### src/rtl/sales_pkg.sv
// Shared types for the sales order transmitter:
// bus widths, FSM state encoding and the FIFO entry.
package sales_pkg;

    localparam int PRICE_W = 32;
    localparam int NUM_W   = 32;

    typedef enum logic [1:0] {
        IDLE,
        ISSUE,
        GAP
    } state_t;

    typedef struct packed {
        logic [PRICE_W-1:0] price;
        logic [NUM_W-1:0]   num;
    } order_t;

endpackage

### src/rtl/sales_order_tx_if.sv
// Host-side order handshake bundle.
// The host drives the order; the transmitter answers with in_ready.
interface sales_order_tx_if;
    import sales_pkg::*;

    logic               in_valid;
    logic               in_ready;
    logic [PRICE_W-1:0] in_price;
    logic [NUM_W-1:0]   in_num;

    modport master (
        output in_valid,
        output in_price,
        output in_num,
        input  in_ready
    );

    modport slave (
        input  in_valid,
        input  in_price,
        input  in_num,
        output in_ready
    );

endinterface

### src/rtl/sales_fifo.sv
// Small order FIFO with registered occupancy.
// Pointers wrap naturally because DEPTH is a power of two.
module sales_fifo
    import sales_pkg::*;
#(
    parameter int DEPTH = 4
) (
    input  logic                   clk,
    input  logic                   rst_n,
    input  logic                   push,
    input  order_t                 wdata,
    input  logic                   pop,
    output order_t                 rdata,
    output logic                   full,
    output logic                   empty,
    output logic [$clog2(DEPTH):0] count
);

    localparam int AW = $clog2(DEPTH);

    order_t        mem [DEPTH];
    logic [AW-1:0] wptr;
    logic [AW-1:0] rptr;

    always_ff @(posedge clk) begin
        if (push) begin
            mem[wptr] <= wdata;
        end
    end

    always_ff @(posedge clk or negedge rst_n) begin
        if (!rst_n) begin
            wptr  <= '0;
            rptr  <= '0;
            count <= '0;
        end else begin
            if (push) begin
                wptr <= wptr + 1'b1;
            end
            if (pop) begin
                rptr <= rptr + 1'b1;
            end
            unique case (1'b1)
                push && !pop: count <= count + 1'b1;
                pop && !push: count <= count - 1'b1;
                default:      count <= count;
            endcase
        end
    end

    assign rdata = mem[rptr];
    assign full  = (count == (AW+1)'(DEPTH));
    assign empty = (count == '0);

endmodule

### src/rtl/sales_order_tx.sv
// Order transmitter: queues host orders and issues each as a
// one-cycle price/num beat, zeros otherwise, with running totals.
module sales_order_tx
    import sales_pkg::*;
#(
    parameter int DEPTH = 4,
    parameter int GAP   = 1
) (
    input  logic               clk,
    input  logic               rst_n,
    sales_order_tx_if.slave    host,
    input  logic               hold,
    output logic [PRICE_W-1:0] price,
    output logic [NUM_W-1:0]   num,
    output logic               beat,
    output logic               busy,
    output logic [31:0]        sent_orders,
    output logic [31:0]        sent_units
);

    localparam int CW = (GAP > 1) ? $clog2(GAP) : 1;

    state_t                 state_q;
    state_t                 state_d;
    logic [CW-1:0]          gap_q;
    logic [CW-1:0]          gap_d;
    logic                   decide;
    logic                   start;
    logic                   push;
    logic                   full;
    logic                   empty;
    logic [$clog2(DEPTH):0] count;
    order_t                 head;
    order_t                 wdata;
    logic [NUM_W:0]         units_sum;

    // Zero-quantity orders complete the handshake but are never queued.
    assign push  = host.in_valid && host.in_ready && (host.in_num != '0);
    assign wdata = '{price: host.in_price, num: host.in_num};

    assign host.in_ready = !full;

    sales_fifo #(
        .DEPTH (DEPTH)
    ) u_fifo (
        .clk   (clk),
        .rst_n (rst_n),
        .push  (push),
        .wdata (wdata),
        .pop   (start),
        .rdata (head),
        .full  (full),
        .empty (empty),
        .count (count)
    );

    // A beat may start wherever the FSM reaches a decision point:
    // idle, back-to-back issue, or the last cycle of the gap.
    always_comb begin
        state_d = state_q;
        gap_d   = gap_q;
        decide  = 1'b0;
        start   = 1'b0;
        case (state_q)
            IDLE:           decide = 1'b1;
            ISSUE:          decide = (GAP == 0);
            sales_pkg::GAP: decide = (gap_q == '0);
            default:        decide = 1'b1;
        endcase
        start = decide && !empty && !hold;
        if (start) begin
            state_d = ISSUE;
        end else if (state_q == ISSUE && GAP > 0) begin
            state_d = sales_pkg::GAP;
            gap_d   = CW'((GAP > 0) ? GAP - 1 : 0);
        end else if (decide) begin
            state_d = IDLE;
        end else if (state_q == sales_pkg::GAP) begin
            gap_d = gap_q - 1'b1;
        end
    end

    always_ff @(posedge clk or negedge rst_n) begin
        if (!rst_n) begin
            state_q <= IDLE;
            gap_q   <= '0;
        end else begin
            state_q <= state_d;
            gap_q   <= gap_d;
        end
    end

    assign units_sum = {1'b0, sent_units} + {1'b0, head.num};

    always_ff @(posedge clk or negedge rst_n) begin
        if (!rst_n) begin
            price       <= '0;
            num         <= '0;
            beat        <= 1'b0;
            sent_orders <= '0;
            sent_units  <= '0;
        end else begin
            price <= start ? head.price : '0;
            num   <= start ? head.num : '0;
            beat  <= start;
            if (start) begin
                sent_orders <= sent_orders + 1'b1;
                sent_units  <= units_sum[NUM_W] ? '1 : units_sum[NUM_W-1:0];
            end
        end
    end

    assign busy = (count != '0) || (state_q != IDLE);

endmodule

### src/flat_wrapper.sv
// flat-port wrapper written by rule: the top's interface ports become plain ports
module sales_order_tx_flat import sales_pkg::*;
#(
    parameter int DEPTH = 4,
    parameter int GAP   = 1
)
  (clk, rst_n, hold, price, num, beat, busy, sent_orders, sent_units, host_in_valid, host_in_price, host_in_num, host_in_ready);
  sales_order_tx_if host_i ();
  input  logic clk;
  input  logic rst_n;
  input  logic hold;
  output logic [PRICE_W-1:0] price;
  output logic [NUM_W-1:0] num;
  output logic beat;
  output logic busy;
  output logic [31:0] sent_orders;
  output logic [31:0] sent_units;
  input wire logic [$bits(host_i.in_valid)-1:0] host_in_valid;
  input wire logic [$bits(host_i.in_price)-1:0] host_in_price;
  input wire logic [$bits(host_i.in_num)-1:0] host_in_num;
  output wire logic [$bits(host_i.in_ready)-1:0] host_in_ready;
  assign host_i.in_valid = host_in_valid;
  assign host_i.in_price = host_in_price;
  assign host_i.in_num = host_in_num;
  assign host_in_ready = host_i.in_ready;
  sales_order_tx #(.DEPTH(DEPTH), .GAP(GAP)) u_core (.clk(clk), .rst_n(rst_n), .host(host_i), .hold(hold), .price(price), .num(num), .beat(beat), .busy(busy), .sent_orders(sent_orders), .sent_units(sent_units));
endmodule
### config.mk
export PLATFORM = sky130hd
export DESIGN_NAME = sales_order_tx_flat
export DESIGN_NICKNAME = d
export VERILOG_FILES = /design/src/rtl/sales_pkg.sv /design/src/rtl/sales_order_tx_if.sv /design/src/rtl/sales_fifo.sv /design/src/rtl/sales_order_tx.sv /design/src/flat_wrapper.sv
export SDC_FILE = /design/constraint.sdc
export NUM_CORES = 1
export LEC_CHECK = 0
export ABC_AREA = 1
export CAP_MARGIN = 20
export CORE_AREA = 8 8 185 362
export CTS_CLUSTER_DIAMETER = 30
export DETAILED_ROUTE_END_ITERATION = 10
export DIE_AREA = 0 0 193 370
export HOLD_SLACK_MARGIN = 0.12
export PLACE_DENSITY = 0.43
export SKIP_LAST_GASP = 1
export SLEW_MARGIN = 20
export SYNTH_ARGS = -nofsm -noshare
export SYNTH_HDL_FRONTEND = slang
export SYNTH_SLANG_ARGS = --single-unit
### constraint.sdc
create_clock -name clk -period 12 [get_ports clk]
set_input_delay 1.8 -clock clk [delete_from_list [all_inputs] [get_ports clk]]
set_output_delay 1.8 -clock clk [all_outputs]
set_load 0.005 [all_outputs]
==> results.txt <==
number of remaining DRC errors -> 0
Ports -> 199
drt first pass iters -> 4
commonest non-fill, non-tap cell in the layout -> nand2_1
overall die area -> 0.07141 sq mm
Crit path top cell by count -> nor2_1
GRT overflow -> 0
Lkg Pwr -> 9.431 nW
max_cap viols -> 0
Root Driver -> clkbuf_16
min Tclk post-route -> 4.624 ns
Area growth, synth to finish -> 28.13%
total track usage -> 14.60%
initial antenna violation count -> 12
Max clock buf depth -> 3
Starting Density -> 28.47%
vias in the first global route -> 12923
Syn Area/Cell -> 9.979 sq um
peak supply drop -> 129.1 uV
f_max -> 216.3 MHz
CTS tree -> done
vias post-DR -> 12670
Ys Warns -> 0
most frequent cells in the layout -> nand2_1, nor2_1, edfxtp_1, clkdlybuf4s50_1, inv_1
fill cell count -> 6354
RSZ-0062 raised after global routing -> no
syn_nets -> 1893
gpl congestion -> 0.8715
Slowest cell on crit path -> nor2_4
Multi-input gate area -> 0.005632 sq mm
layout cells sized above 1 -> 10.14%
Core Util, Final -> 36.48%
htree depth -> 2
Post-CTS Resized -> 0
crit path capture type -> flop
slew margin rel. -> 28.82%
Hold Buf Count CTS -> 0
nets@finish -> 2111
Core Area -> 0.06246 sq mm
drt total wl -> 51920 um
Die W -> 193 um
pin count of the biggest net entering global routing -> 91
first-pass GRT wire length -> 79320 um
max-slew violations -> 0
slowest stage delay, CP -> 0.99 ns
outcome -> complete, no violations
crit path buf inv count -> 2
Post-Syn Area -> 0.01778 sq mm
#FFs+latches synth -> 395
synth unique cells -> 38
Fin. Hold Viols -> 0
Startpoint Class -> input pin
worst-margin pin slew -> 1.068 ns
vias per cell -> 4.452
Port Buffer Count -> 198
FFs w/ async S/R, synth -> 35.19%
Reg area -> 0.01117 sq mm
PD cells -> 314.3 mW/mm^2
Placed Cells -> 2730
Layout Cells excl Fill -> 2846
Die Ht -> 370 um
Final setup viols -> 0
Critical Path AT -> 4.86 ns
CP Data Required Time -> 12.23 ns
ANT nets after route -> 0
top_reg_cell synth -> edfxtp_1
num rows -> 130
kind of critical path -> in -> reg
HPWL after DPL -> 35420 um
worst path cell trace -> clkdlybuf4s50_1 > nor2_1 > nand2_1 > nor2_1 > nand4_1 > nand3_1 > nor2_4 > buf_4
CP top delay family -> simple AND/OR/NAND/NOR gates
Wirelength per Cell -> 18.24 um
number of synthesized flops with an enable pin -> 256
Fin Setup TNS -> 0 ns
clock latency on the worst-skew pair -> 0.61 ns
clk_skew -> 0.03426 ns
min-delay worst type -> reg -> reg
Post-CTS Setup Inserts -> 0
hold slack final -> 0.4995 ns
critical path fanouts, max -> 35
post-synthesis cell count -> 1782
clock-pin slew on the worst setup and hold paths -> 0.06 ns
share of the yosys chip area belonging to registers -> 62.79%
crit share post-route -> 38.53%
DR iter-0 viols -> 499
clock sink count -> 395
CTS buffer count -> 60
-- state kept, by name (all words and copies together) (netlist names) --
| signal | cells |
|---|---|
| u_core.u_fifo.count | 3 |
| u_core.u_fifo.rptr | 2 |
| u_core.gap_q | 1 |
| u_core.state_q | 2 |
| u_core.sent_units | 32 |
| u_core.beat | 1 |
| u_core.u_fifo.wptr | 2 |
| u_core.sent_orders | 32 |
| u_core.price | 32 |
| u_core.u_fifo.mem | 256 |
| u_core.num | 32 |
-- kinds of logic after synthesis --
| group | synth area share (%) |
|---|---|
| DFF | 62.79 |
| and+or+nand+nor | 18.47 |
| buffers and inverters | 5.713 |
| xor gates and xnor gates | 2.364 |
| adders and majority gates | 3.110 |
| AOI/OAI and AO/OA | 7.557 |
-- where the power goes --
part	leakage (nW)	internal, mW	switching, mW
registers	4.10	1.83	0.162
clock network	1.02	1.08	0.716
logic	4.31	1.17	2.20
total	9.43	4.08	3.08
-- final cells by class --
cell class,instances,area share (%)
Antenna cell,3,0.03295
Clock buffer,67,6.979
Clock inverter,46,2.328
Inverter,206,3.405
Multi-Input combinational cell,1125,24.72
Sequential cell,395,49.03
Tap cell,792,4.349
Timing Repair Buffer,212,9.165
-- cell usage after synthesis (3+ instances only) --
cell | instances | share of area [%]
nand2_2 | 11 | 0.39
nand3_2 | 10 | 0.56
dfrtp_1 | 139 | 20
nor2_1 | 312 | 6.6
nand3_1 | 34 | 0.96
buf_2 | 11 | 0.31
o22ai_1 | 33 | 1.2
and2_1 | 7 | 0.25
nor3_1 | 13 | 0.37
buf_1 | 4 | 0.084
a21oi_1 | 51 | 1.4
inv_2 | 19 | 0.40
nor3_2 | 4 | 0.23
edfxtp_1 | 256 | 43
or2_2 | 7 | 0.25
xnor2_1 | 30 | 1.5
inv_1 | 187 | 3.9
ha_1 | 41 | 2.9
xor2_1 | 18 | 0.89
nand2_4 | 3 | 0.19
clkbuf_1 | 38 | 0.80
nand3b_1 | 5 | 0.21
a21oi_2 | 14 | 0.69
nand2_1 | 362 | 7.6
nand4_1 | 14 | 0.49
o21ai_0 | 143 | 4.0
-- metrics by stage --
step / power, mW / instance area [sq um] / setup WS, ns
6_report: 7.162 / 22790 / 7.376
4_1_cts: 7.284 / 22780 / 7.293
5_1_grt: 7.737 / 22780 / 7.162
3_5_place_dp: 5.442 / 20660 / 6.650
3_3_place_gp: 5.455 / 20660 / 6.624
2_1_floorplan: 4.179 / 17780 / 6.582
-- routing by layer --
metal | up-vias | global-route usage, % | part of all wire, %
met1 | 5932 | 19.39 | 47
met5 | - | 0 | 0.18
met4 | 14 | 4.307 | 2.5
met3 | 94 | 3.892 | 6.6
met2 | 319 | 22.99 | 44
li1 | 6311 | - | -
-- path summary, 6_finish.rpt --
check | from | to | slack, ns | cells after the start
worst min-delay path | u_core.u_fifo.count[0]$_DFFE_PN0P_ | u_core.u_fifo.count[0]$_DFFE_PN0P_ | 0.50 | 1
worst min register to register | u_core.u_fifo.count[0]$_DFFE_PN0P_ | u_core.u_fifo.count[0]$_DFFE_PN0P_ | 0.50 | 1
max in group asynchronous | rst_n | u_core.u_fifo.rptr[0]$_DFFE_PN0P_ | 9.25 | 2
min in group asynchronous | rst_n | u_core.sent_units[13]$_DFFE_PN0P_ | 1.24 | 1
worst max register to register | u_core.u_fifo.rptr[1]$_DFFE_PN0P_ | u_core.sent_units[2]$_DFFE_PN0P_ | 7.85 | 20
worst max-delay path | host_in_num[28] | u_core.u_fifo.mem[1][40]$_DFFE_PP_ | 7.38 | 8
Power figures use the tool's default switching activity.
